`src/rtl/seven_segment_scanner_if.sv`:
```
// ============================================================================
//  Module   : seven_segment_scanner_if
//  Purpose  : Load/display bundle between a value source and the scanner.
//  Revision : 1.0 - initial release
// ============================================================================
`default_nettype none

interface seven_segment_scanner_if #(
    parameter int DIGITS = 4
);
    logic                  load;
    logic [4*DIGITS-1:0]   value;
    logic [DIGITS-1:0]     dp_in;
    logic [DIGITS-1:0]     blank_in;
    logic [DIGITS-1:0]     anode;
    logic [6:0]            seg;
    logic                  dp;
    logic                  frame_done;

    modport master (
        output load, value, dp_in, blank_in,
        input  anode, seg, dp, frame_done
    );

    modport slave (
        input  load, value, dp_in, blank_in,
        output anode, seg, dp, frame_done
    );
endinterface

`default_nettype wire

```
`src/rtl/seven_segment_scanner.sv`:
```
// ============================================================================
//  Module   : seven_segment_scanner
//  Purpose  : Common-anode multiplexed 7-segment driver with blanking gaps and
//             a double-buffered display value swapped only at frame ends.
//  Revision : 1.0 - initial release
// ============================================================================
`default_nettype none

module seven_segment_scanner #(
    parameter int DIGITS       = 4,
    parameter int CLOCK_FREQ   = 100_000_000,
    parameter int REFRESH_US   = 1000,
    parameter int BLANK_CYCLES = 100           // 1 .. TICK-1
) (
    input  wire logic               clk,
    input  wire logic               rst,
    seven_segment_scanner_if.slave  bus
);

    localparam int c_TICK  = CLOCK_FREQ / 1_000_000 * REFRESH_US;
    localparam int c_CNT_W = $clog2(c_TICK);
    localparam int c_IDX_W = (DIGITS > 1) ? $clog2(DIGITS) : 1;

    localparam logic [c_CNT_W-1:0] c_CNT_LAST   = c_CNT_W'(c_TICK - 1);
    localparam logic [c_CNT_W-1:0] c_BLANK_LAST = c_CNT_W'(BLANK_CYCLES - 1);
    localparam logic [c_IDX_W-1:0] c_IDX_LAST   = c_IDX_W'(DIGITS - 1);

    localparam logic [0:0] c_ST_BLANK = 1'b0;
    localparam logic [0:0] c_ST_DRIVE = 1'b1;

    logic [0:0]          r_state;
    logic [c_CNT_W-1:0]  r_cnt;
    logic [c_IDX_W-1:0]  r_idx;

    logic [4*DIGITS-1:0] r_act_val;
    logic [DIGITS-1:0]   r_act_dp;
    logic [DIGITS-1:0]   r_act_blank;
    logic [4*DIGITS-1:0] r_pend_val;
    logic [DIGITS-1:0]   r_pend_dp;
    logic [DIGITS-1:0]   r_pend_blank;
    logic                r_pend_valid;

    logic [DIGITS-1:0]   r_anode;
    logic [6:0]          r_seg;
    logic                r_dp;
    logic                r_frame_done;

    logic                w_slot_end;
    logic                w_frame_end;
    logic [3:0]          w_nibble;
    logic [DIGITS-1:0]   w_anode_nxt;
    logic [6:0]          w_seg_nxt;
    logic                w_dp_nxt;

    function automatic logic [6:0] f_decode(input logic [3:0] n);
        case (n)
            4'h0: f_decode = 7'b1000000;
            4'h1: f_decode = 7'b1111001;
            4'h2: f_decode = 7'b0100100;
            4'h3: f_decode = 7'b0110000;
            4'h4: f_decode = 7'b0011001;
            4'h5: f_decode = 7'b0010010;
            4'h6: f_decode = 7'b0000010;
            4'h7: f_decode = 7'b1111000;
            4'h8: f_decode = 7'b0000000;
            4'h9: f_decode = 7'b0010000;
            4'hA: f_decode = 7'b0001000;
            4'hB: f_decode = 7'b0000011;
            4'hC: f_decode = 7'b1000110;
            4'hD: f_decode = 7'b0100001;
            4'hE: f_decode = 7'b0000110;
            default: f_decode = 7'b0001110;
        endcase
    endfunction

    assign w_slot_end  = (r_cnt == c_CNT_LAST);
    assign w_frame_end = w_slot_end && (r_idx == c_IDX_LAST);
    assign w_nibble    = r_act_val[r_idx*4 +: 4];

    // Output registers reflect the phase of the cycle being retired, so all
    // three display outputs and frame_done move together on one edge.
    always_comb begin
        w_anode_nxt = '1;
        w_seg_nxt   = 7'h7F;
        w_dp_nxt    = 1'b1;
        if (r_state == c_ST_DRIVE) begin
            w_seg_nxt = f_decode(w_nibble);
            w_dp_nxt  = ~r_act_dp[r_idx];
            for (int i = 0; i < DIGITS; i++) begin
                if ((c_IDX_W'(i) == r_idx) && !r_act_blank[i]) begin
                    w_anode_nxt[i] = 1'b0;
                end
            end
        end
    end

    always_ff @(posedge clk) begin
        if (rst) begin
            r_state      <= c_ST_BLANK;
            r_cnt        <= '0;
            r_idx        <= '0;
            r_act_val    <= '0;
            r_act_dp     <= '0;
            r_act_blank  <= '0;
            r_pend_val   <= '0;
            r_pend_dp    <= '0;
            r_pend_blank <= '0;
            r_pend_valid <= 1'b0;
            r_anode      <= '1;
            r_seg        <= 7'h7F;
            r_dp         <= 1'b1;
            r_frame_done <= 1'b0;
        end else begin
            r_cnt <= w_slot_end ? '0 : r_cnt + 1'b1;

            case (r_state)
                c_ST_BLANK: begin
                    if (r_cnt == c_BLANK_LAST) begin
                        r_state <= c_ST_DRIVE;
                    end
                end
                default: begin
                    if (w_slot_end) begin
                        r_state <= c_ST_BLANK;
                        r_idx   <= (r_idx == c_IDX_LAST) ? '0 : r_idx + 1'b1;
                    end
                end
            endcase

            r_anode      <= w_anode_nxt;
            r_seg        <= w_seg_nxt;
            r_dp         <= w_dp_nxt;
            r_frame_done <= w_frame_end;

            if (bus.load) begin
                r_pend_val   <= bus.value;
                r_pend_dp    <= bus.dp_in;
                r_pend_blank <= bus.blank_in;
                r_pend_valid <= 1'b1;
            end

            // A load coinciding with the boundary bypasses the pending buffer.
            if (w_frame_end) begin
                r_pend_valid <= 1'b0;
                if (bus.load) begin
                    r_act_val   <= bus.value;
                    r_act_dp    <= bus.dp_in;
                    r_act_blank <= bus.blank_in;
                end else if (r_pend_valid) begin
                    r_act_val   <= r_pend_val;
                    r_act_dp    <= r_pend_dp;
                    r_act_blank <= r_pend_blank;
                end
            end
        end
    end

    assign bus.anode      = r_anode;
    assign bus.seg        = r_seg;
    assign bus.dp         = r_dp;
    assign bus.frame_done = r_frame_done;

endmodule

`default_nettype wire

```
`src/flat_wrapper.sv`:
```
// flat-port wrapper written by rule: the top's interface ports become plain ports
module seven_segment_scanner_flat 
#(
    parameter int DIGITS       = 4,
    parameter int CLOCK_FREQ   = 100_000_000,
    parameter int REFRESH_US   = 1000,
    parameter int BLANK_CYCLES = 100                         
)
  (clk, rst, bus_load, bus_value, bus_dp_in, bus_blank_in, bus_anode, bus_seg, bus_dp, bus_frame_done);
  seven_segment_scanner_if #(.DIGITS(DIGITS)) bus_i ();
  input  wire logic clk;
  input  wire logic rst;
  input wire logic [$bits(bus_i.load)-1:0] bus_load;
  input wire logic [$bits(bus_i.value)-1:0] bus_value;
  input wire logic [$bits(bus_i.dp_in)-1:0] bus_dp_in;
  input wire logic [$bits(bus_i.blank_in)-1:0] bus_blank_in;
  output wire logic [$bits(bus_i.anode)-1:0] bus_anode;
  output wire logic [$bits(bus_i.seg)-1:0] bus_seg;
  output wire logic [$bits(bus_i.dp)-1:0] bus_dp;
  output wire logic [$bits(bus_i.frame_done)-1:0] bus_frame_done;
  assign bus_i.load = bus_load;
  assign bus_i.value = bus_value;
  assign bus_i.dp_in = bus_dp_in;
  assign bus_i.blank_in = bus_blank_in;
  assign bus_anode = bus_i.anode;
  assign bus_seg = bus_i.seg;
  assign bus_dp = bus_i.dp;
  assign bus_frame_done = bus_i.frame_done;
  seven_segment_scanner #(.DIGITS(DIGITS), .CLOCK_FREQ(CLOCK_FREQ), .REFRESH_US(REFRESH_US), .BLANK_CYCLES(BLANK_CYCLES)) u_core (.clk(clk), .rst(rst), .bus(bus_i));
endmodule
```
`config.mk`:
```
export PLATFORM = sky130hd
export DESIGN_NAME = seven_segment_scanner_flat
export DESIGN_NICKNAME = d
export VERILOG_FILES = /design/src/rtl/seven_segment_scanner_if.sv /design/src/rtl/seven_segment_scanner.sv /design/src/flat_wrapper.sv
export SDC_FILE = /design/constraint.sdc
export NUM_CORES = 1
export LEC_CHECK = 0
export ABC_AREA = 1
export CORE_MARGIN = 2
export CORE_UTILIZATION = 60
export CTS_CLUSTER_SIZE = 30
export DETAILED_ROUTE_END_ITERATION = 10
export GPL_ROUTABILITY_DRIVEN = 0
export PLACE_DENSITY = 0.84
export SLEW_MARGIN = 30
export SYNTH_ARGS = -nofsm -noshare
export SYNTH_HDL_FRONTEND = slang
export SYNTH_SLANG_ARGS = --single-unit
```
`constraint.sdc`:
```
create_clock -name clk -period 4.8 [get_ports clk]
set_clock_uncertainty 0.1 [all_clocks]
set_input_delay 0.48 -clock clk [delete_from_list [all_inputs] [get_ports clk]]
set_output_delay 0.48 -clock clk [all_outputs]
set_load 0.02 [all_outputs]
```
### Word-level counts from Yosys, hierarchy flattened

Memory sizes are Yosys's and may differ from the RTL's. A register that Yosys moved wholly into a read port is not among the register bits.
Index checks and enable logic that the tools add are counted.

* $mul: 0
* multiplexer cells: 16
* add/sub/neg operators: 2
* divide/modulo/power cells: 0
* equal/unequal tests: 6
* bitwise gates (word level): 2
* order comparisons: 1
* shift operators: 1
* reduce and logical (&&, ||, !) cells: 16

Operator list (count)
* $mux W16: 2
* $add A17 B1 Y17 const B: 1
* $eq A17 B17 Y1 const B: 1
* $eq A17 B7 Y1 const B: 1
* $mux W4: 4
* $shiftx A16 B5 Y4: 1
* $mux W1: 8
* $reduce_or A2 Y1: 3
* $logic_and A1 B1 Y1: 5
* $eq A2 B2 Y1 const A: 2
* $logic_not A1 Y1: 4
* $reduce_and A2 Y1: 2
* $lt A2 B3 Y1 const B: 1
* $add A2 B1 Y2 const B: 1
* $bmux W1 S2: 1
* $eq A1 B2 Y1 const A: 1
* $eq A2 B2 Y1 const B: 1
* $logic_not A2 Y1: 1
* $mux W2: 1
* $not A1 Y1: 2
* $reduce_bool A2 Y1: 1

* memory bits (read-only): 112
* flip-flop bits (word level): 75
* latch bits: 0
* output and inout bits: 13
* bits in writable memories: 0
* memories: 1
* input bits: 27

Memories
* (no name shown): depth 16, bits a word 7, rd ports 1, clocked after Yosys merged registers in 1, write ports 0, line seven_segment_scanner.sv:56 `case (n)`

### Longest topological paths before layout

* depth after elaboration: 3
* gate-level depth with buffers: 12
* depth with buffers taken out: 11

### Least setup slack after synthesis

Ideal clock, no wire load.

* path type: register to register
* start: reg u_core.r_idx[0]
* end: reg u_core.r_seg[5], in the netlist u_core.bus.seg[5]
* arrival time: 1.476 ns
* cell stages (with the launch flop): 12
* setup time: 0.133 ns
* slack: 3.090 ns
* buffers on the path: 1
* cell sequence: dfxtp_1 > inv_1 > buf_4 > nand2_1 > nand3_1 > nand2_1 > inv_1 > ha_1 > inv_1 > nor2_1 > o21ai_0 > nand3_1

* longest elaborated chain between the ends: 1

RTL lines
* start, declared: line seven_segment_scanner.sv:33 `logic [c_IDX_W-1:0] r_idx;`
* start signal, assigned: line seven_segment_scanner.sv:125 `r_idx <= (r_idx == c_IDX_LAST) ? '0 : r_idx + 1'b1;`
* $shiftx A16 B5 Y4: line seven_segment_scanner.sv:78 `assign w_nibble = r_act_val[r_idx*4 +: 4];`
* end, declared: line seven_segment_scanner.sv:44 `logic [6:0] r_seg;`

Every way passes these cells.
A chain may end at the register's enable or synchronous reset.

### Final worst setup path

Same ends and word-level chain as after synthesis.

==> flow_metrics.env <==
export IMPL_ctsHoldBuffers=0
export IMPL_antenna_found_initial=0
export IMPL_path_buf_inv=3
export IMPL_port_buffers=39
export IMPL_synth_top_area_cell="dfxtp_1"
export IMPL_maxSlewViolCount=0
export IMPL_dieHeight_um=82.7
export IMPL_area_growth_syn_to_layout_pct=15.3
export IMPL_worstMarginPinSlew_ns=0.798
export IMPL_synth_cells=477
export IMPL_crit_arrival_ns=2.46
export IMPL_fillers=494
export IMPL_crit_required_ns=4.91
export IMPL_synth_async_sr_flop_share_pct=0
export IMPL_final_nets=546
export IMPL_postCtsSetupRepairBufs=0
export IMPL_cpPeakStageDelay_ns=0.64
export IMPL_slowest_stage="dfxtp_1"
export IMPL_clk_pin_slew_ns=0.08
export IMPL_die_w_um=82.7
export IMPL_drc=0
export IMPL_finalHoldViolations=0
export IMPL_cts_num_sinks=82
export IMPL_finalSetupViolCount=0
export IMPL_crit_family="flip-flops"
export IMPL_layout_min_cycle_time_ns=2.35
export IMPL_start_util_pct=62.4
export IMPL_dr_first_iter_drc_count=243
export IMPL_syn_nets=515
export IMPL_crit_type="reg -> reg"
export IMPL_place_ws_ns=2.16
export IMPL_mostFrequentLayoutCells="100 x nor2_1, 92 x nand2_1, 82 x dfxtp_1, 39 x clkdlybuf4s50_1, 32 x nand4_1"
export IMPL_clock_latency_ns=0.36
export IMPL_ant_nets=0
export IMPL_ys_seq_elements=82
export IMPL_yosysSeqAreaShare_pct=44.2
export IMPL_critPathMaxFanout=15
export IMPL_setup_tns_final_ns=0
export IMPL_routed_wirelength_um=7800
export IMPL_diodes=0
export IMPL_stdcell_count=587
export IMPL_fin_util_pct=71.9
export IMPL_drtPass1Iterations=6
export IMPL_rsz0062_at_grt="no"
export IMPL_dieArea_um2=6840
export IMPL_cp_start_kind="flop"
export IMPL_fin_crit_sh_pct=49.0
export IMPL_cts_max_path_buffers=2
export IMPL_coreArea_um2=5960
export IMPL_max_freq_mhz=425
export IMPL_cts_tree="done"
export IMPL_cts_root_buf="clkbuf_8"
export IMPL_post_drt_via_cell_ratio=5.53
export IMPL_netlist_area_um2=3710
export IMPL_grt_max_degree=29
export IMPL_p_leak_nw=1.73
export IMPL_yosysWarningCount=0
export IMPL_synth_edf_count=0
export IMPL_ys_types=35
export IMPL_wire_per_inst_um=13.3
export IMPL_yosys_area_top_type_share_pct=44.2
export IMPL_gr_total_overflow=0
export IMPL_crit_path_frequent_cell="inv_1"
export IMPL_grt_use_total_pct=25.2
export IMPL_vias=3247
export IMPL_multi_input_area_um2=1820
export IMPL_regArea_um2=1640
export IMPL_final_common_cell="nor2_1"
export IMPL_power_density_nw_per_um2=295
export IMPL_place_inst=572
export IMPL_ys_dominant_reg_cell="dfxtp_1"
export IMPL_whs_ns=0.350
export IMPL_maxSlewHeadroom_pct=46.8
export IMPL_crit_chain="inv_1, nand2_1, nand3_1, nand2_1, inv_1, ha_1, inv_1, nor2_1, o21ai_0, nand3_1"
export IMPL_synthTopCellsByArea="dfxtp_1 44%, nor2_1 10%, nand2_1 9.3%"
export IMPL_max_cap_violations=0
export IMPL_irDropWorstVdd_mv=0.204
export IMPL_setup_ws_ns=2.45
export IMPL_grt_pass1_vias=3062
export IMPL_ioPinCount=40
export IMPL_min_path_type="reg -> reg"
export IMPL_grt_pass1_wl_um=13200
export IMPL_synth_avg_cell_area_um2=7.79
export IMPL_cts_made_buffers=9
export IMPL_status="finished, final reports clean"
export IMPL_htree_levels=3
export IMPL_hpwl_um=5240
export IMPL_cp_end_kind="flop"
export IMPL_cts_resized_gates=0
export IMPL_rows=28
export IMPL_drive_gt1_share_pct=7.23
## logic make-up (layout without fill, tap and decap cells)
logic type	Yosys count	count (layout)	share of synthesized area, %
compound gates	29	29	4.38
xor+xnor	4	4	0.943
fa+ha+maj	11	11	3.70
buf+inv	56	91	6.80
flops	82	82	44.2
mux	24	24	6.47
simple gates	271	271	33.5
## path summary, 6_finish.rpt
path	startpoint	end	slack, ns	cells after the start
worst max register to register	u_core.r_idx[0]	u_core.bus.seg[5]	2.45	10
worst max-delay path	u_core.r_idx[0]	u_core.bus.seg[5]	2.45	10
worst min-delay path	u_core.r_act_blank[2]	u_core.bus.anode[2]	0.35	1
worst min register to register	u_core.r_act_blank[2]	u_core.bus.anode[2]	0.35	1
## report_power, final
group	internal (W)	switching [W]	total, W
logic	0.0000365	0.0000412	0.0000777
clock network	0.000251	0.000236	0.000487
registers	0.000694	0.00000536	0.000699
## layer usage
layer  track usage (%)  up-vias  part of all wire [%]  wire length, um
li1                  -     1616                     -                -
met1              29.7     1506                    43             3380
met2              44.0      101                    49             3820
met3              3.70       24                   4.3              337
met4              13.6        0                   3.3              260
met5                 0        -                     0                0
## cell usage after synthesis (all sizes together), types with 4 or more instances
| cell | count |
|---|---|
| nand4 | 33 |
| nand3 | 22 |
| nor3 | 4 |
| inv | 33 |
| a21oi | 12 |
| nor2 | 107 |
| buf | 18 |
| nand3b | 4 |
| o21ai | 14 |
| mux2i | 24 |
| nand2 | 96 |
| dfxtp | 82 |
| ha | 11 |
## through the flow
stage / cell area [um^2] / total power (W)
6_report: 4280 / 0.00126
5_1_grt: 4280 / 0.00130
4_1_cts: 4280 / 0.00127
3_5_place_dp: 4090 / 0.000793
3_3_place_gp: 4090 / 0.000790
2_1_floorplan: 3710 / 0.000760
## area by class of cell
| type | count | share of cell area, % |
|---|---|---|
| timing repair buffer | 41 | 9.47 |
| tap | 75 | 2.19 |
| clock buffer | 12 | 3.39 |
| sequential | 82 | 38.3 |
| inverter | 35 | 3.10 |
| multi-input combinational | 339 | 42.6 |
| clock inverter | 3 | 0.935 |
## sequential cells by signal, indices dropped and copies added (netlist names)
register / cells
u_core.r_cnt: 17
u_core.r_act_val: 16
u_core.r_pend_val: 16
u_core.bus.seg: 7
u_core.bus.anode: 4
u_core.r_act_blank: 4
u_core.r_act_dp: 4
u_core.r_pend_blank: 4
u_core.r_pend_dp: 4
u_core.r_idx: 2
u_core.bus.dp: 1
u_core.bus.frame_done: 1
u_core.r_pend_valid: 1
u_core.r_state: 1
No activity file was read; power rests on OpenSTA's default activity.
